File: src/rtl/pal_pkg.sv
// Shared types and constants for the decimal palindrome builder.
// Latency: n/a (package only).
// Backpressure: n/a (package only).
package pal_pkg;

    // Controller states; CHECK is only entered when the self-check build is enabled.
    typedef enum logic [1:0] {
        IDLE  = 2'd0,
        BUILD = 2'd1,
        CHECK = 2'd2,
        HOLD  = 2'd3
    } pal_state_t;

    // Radix of the digit arithmetic.
    localparam int DEC_BASE = 10;

    // Default seed and result widths.
    localparam int DEF_IN_W  = 16;
    localparam int DEF_OUT_W = 32;

endpackage

File: src/rtl/pal_digit_step.sv
// One decimal digit step: acc*10 + tmp%10, tmp/10, and a flag when the new acc exceeds OUT_W bits.
// Latency: purely combinational.
// Backpressure: none; the caller decides whether to commit the step.
module pal_digit_step
    import pal_pkg::*;
#(
    parameter int OUT_W = DEF_OUT_W,
    parameter int TMP_W = DEF_IN_W
) (
    input  logic [OUT_W+3:0] acc_i,
    input  logic [TMP_W-1:0] tmp_i,
    output logic [OUT_W+3:0] acc_nxt_o,
    output logic [TMP_W-1:0] tmp_nxt_o,
    output logic             ovf_o
);

    // acc carries four spare bits so acc*10+9 never wraps when acc fits in OUT_W bits.
    localparam int ACC_W = OUT_W + 4;

    logic [TMP_W-1:0] digit;

    // Peel the lowest decimal digit off tmp and append it to acc.
    always_comb begin
        digit     = tmp_i % TMP_W'(DEC_BASE);
        acc_nxt_o = acc_i * ACC_W'(DEC_BASE) + ACC_W'(digit);
        tmp_nxt_o = tmp_i / TMP_W'(DEC_BASE);
        ovf_o     = |acc_nxt_o[ACC_W-1:OUT_W];
    end

endmodule

File: src/rtl/palindrome_builder.sv
// Mirrors the decimal digits of a seed into an even or odd palindrome, one digit per clock (optional self-check: PAL_CHECK_EN).
// Latency: out_valid after edge d+2 (d = digits of the tail), plus digits(result)+1 when self-check is built and no overflow.
// Backpressure: result/overflow/check_fail held in HOLD until out_ready; start is ignored while busy.
module palindrome_builder
    import pal_pkg::*;
#(
    parameter int IN_W  = DEF_IN_W,
    parameter int OUT_W = DEF_OUT_W
) (
    input  logic             clk,
    input  logic             rst_n,
    input  logic             start,
    input  logic [IN_W-1:0]  seed,
    input  logic             odd_mode,
    output logic             busy,
    output logic             out_valid,
    input  logic             out_ready,
    output logic [OUT_W-1:0] result,
    output logic             overflow,
    output logic             check_fail
);

    localparam int ACC_W = OUT_W + 4;
`ifdef PAL_CHECK_EN
    // The shared digit step also walks the OUT_W-bit result during CHECK.
    localparam int STEP_W = (IN_W > OUT_W) ? IN_W : OUT_W;
`else
    localparam int STEP_W = IN_W;
`endif

    pal_state_t        state_q, state_d;
    logic [ACC_W-1:0]  acc_q, acc_d;
    logic [IN_W-1:0]   tmp_q, tmp_d;
    logic              ovf_q, ovf_d;

    logic [ACC_W-1:0]  step_acc_in;
    logic [ACC_W-1:0]  step_acc_out;
    logic [STEP_W-1:0] step_tmp_in;
    logic [STEP_W-1:0] step_tmp_out;
    logic              step_ovf;

`ifdef PAL_CHECK_EN
    // Working copy of the result being consumed, and its digit-reversed image.
    logic [OUT_W-1:0]  wrk_q, wrk_d;
    logic [ACC_W-1:0]  rev_q, rev_d;
    logic              chk_q, chk_d;
`endif

    // Select the operands of the single digit-step datapath for the current phase.
    always_comb begin
        step_acc_in = acc_q;
        step_tmp_in = STEP_W'(tmp_q);
`ifdef PAL_CHECK_EN
        if (state_q == CHECK) begin
            step_acc_in = rev_q;
            step_tmp_in = STEP_W'(wrk_q);
        end
`endif
    end

    pal_digit_step #(
        .OUT_W (OUT_W),
        .TMP_W (STEP_W)
    ) u_step (
        .acc_i     (step_acc_in),
        .tmp_i     (step_tmp_in),
        .acc_nxt_o (step_acc_out),
        .tmp_nxt_o (step_tmp_out),
        .ovf_o     (step_ovf)
    );

    // Next-state and datapath control.
    always_comb begin
        state_d = state_q;
        acc_d   = acc_q;
        tmp_d   = tmp_q;
        ovf_d   = ovf_q;
`ifdef PAL_CHECK_EN
        wrk_d   = wrk_q;
        rev_d   = rev_q;
        chk_d   = chk_q;
`endif
        case (state_q)
            IDLE: begin
                if (start) begin
                    // The seed becomes the leading half; tmp is the tail that gets mirrored.
                    acc_d   = ACC_W'(seed);
                    tmp_d   = odd_mode ? (seed / IN_W'(DEC_BASE)) : seed;
                    ovf_d   = 1'b0;
`ifdef PAL_CHECK_EN
                    chk_d   = 1'b0;
`endif
                    state_d = BUILD;
                end
            end
            BUILD: begin
                if (tmp_q == '0) begin
`ifdef PAL_CHECK_EN
                    wrk_d   = acc_q[OUT_W-1:0];
                    rev_d   = '0;
                    state_d = CHECK;
`else
                    state_d = HOLD;
`endif
                end else if (step_ovf) begin
                    // A result that cannot fit is reported as zero with the overflow flag.
                    ovf_d   = 1'b1;
                    acc_d   = '0;
                    state_d = HOLD;
                end else begin
                    acc_d   = step_acc_out;
                    tmp_d   = IN_W'(step_tmp_out);
                end
            end
            CHECK: begin
`ifdef PAL_CHECK_EN
                if (wrk_q == '0) begin
                    // A correctly built palindrome reads the same reversed.
                    chk_d   = (rev_q != acc_q);
                    state_d = HOLD;
                end else begin
                    rev_d   = step_acc_out;
                    wrk_d   = OUT_W'(step_tmp_out);
                end
`else
                state_d = IDLE;
`endif
            end
            HOLD: begin
                if (out_ready) begin
                    state_d = IDLE;
                end
            end
            default: state_d = IDLE;
        endcase
    end

    // State and datapath registers with asynchronous clear.
    always_ff @(posedge clk or negedge rst_n) begin
        if (!rst_n) begin
            state_q <= IDLE;
            acc_q   <= '0;
            tmp_q   <= '0;
            ovf_q   <= 1'b0;
`ifdef PAL_CHECK_EN
            wrk_q   <= '0;
            rev_q   <= '0;
            chk_q   <= 1'b0;
`endif
        end else begin
            state_q <= state_d;
            acc_q   <= acc_d;
            tmp_q   <= tmp_d;
            ovf_q   <= ovf_d;
`ifdef PAL_CHECK_EN
            wrk_q   <= wrk_d;
            rev_q   <= rev_d;
            chk_q   <= chk_d;
`endif
        end
    end

    assign busy      = (state_q != IDLE);
    assign out_valid = (state_q == HOLD);
    assign result    = acc_q[OUT_W-1:0];
    assign overflow  = ovf_q;
`ifdef PAL_CHECK_EN
    assign check_fail = chk_q;
`else
    assign check_fail = 1'b0;
`endif

endmodule

File: config.mk
export PLATFORM = sky130hd
export DESIGN_NAME = palindrome_builder
export DESIGN_NICKNAME = d
export VERILOG_FILES = /design/src/rtl/pal_pkg.sv /design/src/rtl/pal_digit_step.sv /design/src/rtl/palindrome_builder.sv
export SDC_FILE = /design/constraint.sdc
export NUM_CORES = 1
export LEC_CHECK = 0
export ABC_AREA = 1
export ABC_CLOCK_PERIOD_IN_PS = 25500
export CORE_MARGIN = 2
export CORE_UTILIZATION = 35
export DETAILED_ROUTE_END_ITERATION = 16
export SLEW_MARGIN = 10
export SYNTH_ARGS = -nofsm -noshare
export SYNTH_HDL_FRONTEND = slang
export SYNTH_SLANG_ARGS = --single-unit
export TNS_END_PERCENT = 50
File: constraint.sdc
create_clock -name clk -period 25.5 [get_ports clk]
set_clock_uncertainty 0.1 [all_clocks]
set_input_delay 7.65 -clock clk [delete_from_list [all_inputs] [get_ports clk]]
set_output_delay 7.65 -clock clk [all_outputs]
set_load 0.02 [all_outputs]
==> summary.md <==
| Metric | Value |
|---|---|
| Die area | `0.0230 sq mm` |
| Slowest cell delay on critical path | `0.53 ns` |
| Maximum buffer depth of the clock tree | `2` |
| CTS Buf Count | `5` |
| Highest layer used for signal routing | `met4` |
| Die Y-Extent | `roughly 150 um` |
| Critical Path RT | `25.60 ns` |
| Asr flop ratio synth | `1.00` |
| Prevailing post-synth register cell | `dfrtp_1` |
| Slew margin rel. | `0.312` |
| Layout cells sized above 1 | `0.128` |
| CTS tree | `done` |
| Initial core utilization | `0.353` |
| RSZ-0062 raised after global routing | `false` |
| Slew Viols, Final | `0` |
| Syn Inst Count | `1115` |
| RePlAce Congestion | `0.892` |
| Antenna diodes | `0` |
| Crit-path max FO | `6` |
| Max stage delay cell, worst path | `clkdlybuf4s50_1` |
| CP Launch Type | `input port` |
| Die W | `around 150 um` |
| Period utilization | `0.501` |
| Row cnt | `54` |
| First-pass DRT Iterations | `6` |
| Global-route wire length before repair | `30700 um` |
| FF+latch area | `0.00135 sq mm` |
| Endpoints failing hold | `0` |
| Clk Latency, worst-skew pair | `0.31 ns` |
| Initial DRC count | `~360` |
| Met1 WL | `9080 um` |
| Top cell type's share of synthesized area | `0.177` |
| Area of the multi-input gates | `roughly 0.0054 sq mm` |
| Post-route ant nets | `0` |
| Crit path buffers/inverters | `5` |
| Seq/Total Area, Yosys | `0.177` |
| Largest net degree at the start of global routing | `55` |
| DR DRC count | `0` |
| Leading cell type in the layout, fill and taps excluded | `nand2_1` |
| DRT Wirelength | `18400 um` |
| EDFF count, synth | `0` |
| CP dominant cell by count | `nand2_2` |
| Hold Path Class | `reg2reg` |
| CTS sink count | `54` |
| Max Fclk | `78.3 MHz` |
| Netlist cell types | `54` |
| Cells after DPL | `1412` |
| Synthesized area | `0.00763 sq mm` |
| Synth area leaders | `dfrtp_1, ha_1, nand2_1` |
| Vias in the first global route | `6521` |
| WL/cell | `13.0 um` |
| Fill count | `between 2000 and 2500` |
| Worst-path clk slew | `around 0.080 ns` |
| CTS Root Cell | `clkbuf_16` |
| Cell accounting for the most synthesized area | `dfrtp_1` |
| Final cell count without fillers | `between 1000 and 1500` |
| CTS resizes | `0` |
| Core area | `0.0216 sq mm` |
| Met3 WL | `734 um` |
| Crit end category | `register` |
| Top delay family on crit path | `simple AND/OR/NAND/NOR gates` |
| Critical path class | `in2reg` |
| Initial antenna violation count | `0` |
| Leading cell types in the layout, fill and taps excluded | `nand2_1, nand3_1, inv_1` |
| Metal2 WL | `8400 um` |
| Detailed-placement wirelength estimate | `between 10000 and 15000 um` |
| Post-CTS setup buffer count | `0` |
| TNS Setup | `0 ns` |
| Area grow syn2layout | `10.2%` |
| Synth warn | `0` |
| Finish-stage setup viols | `0` |
| Hold_buf cts | `0` |
| IO Count | `57` |
| Syn Area/Cell | `~6.8 sq um` |
| Worst Tran Pin Value | `1.03 ns` |
| Vias/cell | `5.01` |
| Arrival time at the worst endpoint | `12.88 ns` |
| Nets@finish | `1242` |
| #FFs+latches synth | `54` |
| Overall routing resource usage | `0.164` |
| IO Port Bufs | `55` |
| H-tree Lvls | `2` |
| Total gr overflow | `0` |
| Via count | `about 7100` |
| Final min period | `about 13 ns` |
| Status | `finished, final reports clean` |
| Max_cap viols | `0` |
==> state kept, by name (all words and copies together), names as in the netlist <==
register,count
acc_q,35
state_q,2
overflow,1
step_tmp_in,16
==> worst reg2reg max path: cells and delay by family, from the launching register on <==
| kind | cells | cell delay, ns |
|---|---|---|
| compound gates | 17 | 2.96 |
| xor+xnor | 1 | 0.14 |
| fa+ha+maj | 2 | 0.52 |
| buf+inv | 11 | 1.20 |
| flops | 1 | 0.45 |
| simple gates | 44 | 5.19 |
==> through the flow <==
stage,area (sq um),hold slack (ns),utilization,setup WS (ns)
after CTS,8400,0.406,0.389,12.79
after floorplan,7650,0.370,-,13.69
final,8400,0.406,0.389,12.72
after global placement,8230,0.384,0.381,12.69
after detailed placement,8230,0.395,0.381,12.47
after global routing,8400,0.430,0.389,11.93
==> final timing paths <==
check	to	startpoint	slack, ns	depth (start not counted)
worst max-delay path	step_tmp_in[0]$_DFFE_PN0P_	seed[15]	12.72	50
worst max register to register	acc_q[3]$_DFFE_PN0P_	step_tmp_in[15]$_DFFE_PN0P_	14.86	75
max in group asynchronous	step_tmp_in[9]$_DFFE_PN0P_	rst_n	17.43	2
worst min register to register	acc_q[34]$_DFFE_PN0P_	acc_q[34]$_DFFE_PN0P_	0.41	2
min in group asynchronous	acc_q[21]$_DFFE_PN0P_	rst_n	7.38	2
worst min-delay path	acc_q[34]$_DFFE_PN0P_	acc_q[34]$_DFFE_PN0P_	0.41	2
==> routing by layer <==
| layer | GRT usage | vias to the layer above |
|---|---|---|
| met3 | 0.0249 | 15 |
| met5 | 0 | - |
| met2 | 0.274 | 121 |
| met1 | 0.224 | 3259 |
| met4 | 0.0333 | 0 |
| li1 | - | 3725 |
==> cell families (layout without fill, tap and decap cells) <==
kind of cell / Yosys count / in the layout / synth area share
AOI/OAI and AO/OA: 207 / 207 / 0.157
xor gates and xnor gates: 65 / 65 / 0.0747
adders and majority gates: 82 / 82 / 0.137
buffers and inverters: 188 / 207 / 0.117
DFF: 54 / 54 / 0.177
other: 1 / 7 / 0.000492
and+or+nand+nor: 518 / 518 / 0.337
==> synthesized netlist by cell type (3+ instances only) <==
cell,number
nor3_1,6
a21oi_2,3
clkinv_1,4
o21ai_1,15
o21ai_0,61
nand3_2,15
nor2_1,47
a21o_1,7
ha_1,80
nand4_1,15
nand3_1,119
a21oi_1,75
a31oi_1,5
clkbuf_1,8
o211ai_1,7
o22ai_1,7
inv_2,22
a32o_1,5
o21ai_2,4
xor2_1,50
nand2_4,15
o21bai_1,11
inv_1,109
dfrtp_1,54
nand2_2,60
xnor2_1,15
nand2_1,227
buf_4,34
==> cell type report <==
| cell class | count | area share |
|---|---|---|
| clock buffers | 5 | 0.0149 |
| clock inverters | 3 | 0.00536 |
| inverters | 141 | 0.0666 |
| multi-input cells | 879 | 0.643 |
| flip-flops and latches | 54 | 0.161 |
| well taps | 280 | 0.0417 |
| repair buffers | 58 | 0.0676 |
Power is not shown: default switching activity piles up to over one toggle a cycle in this logic, so the estimate is an artifact.
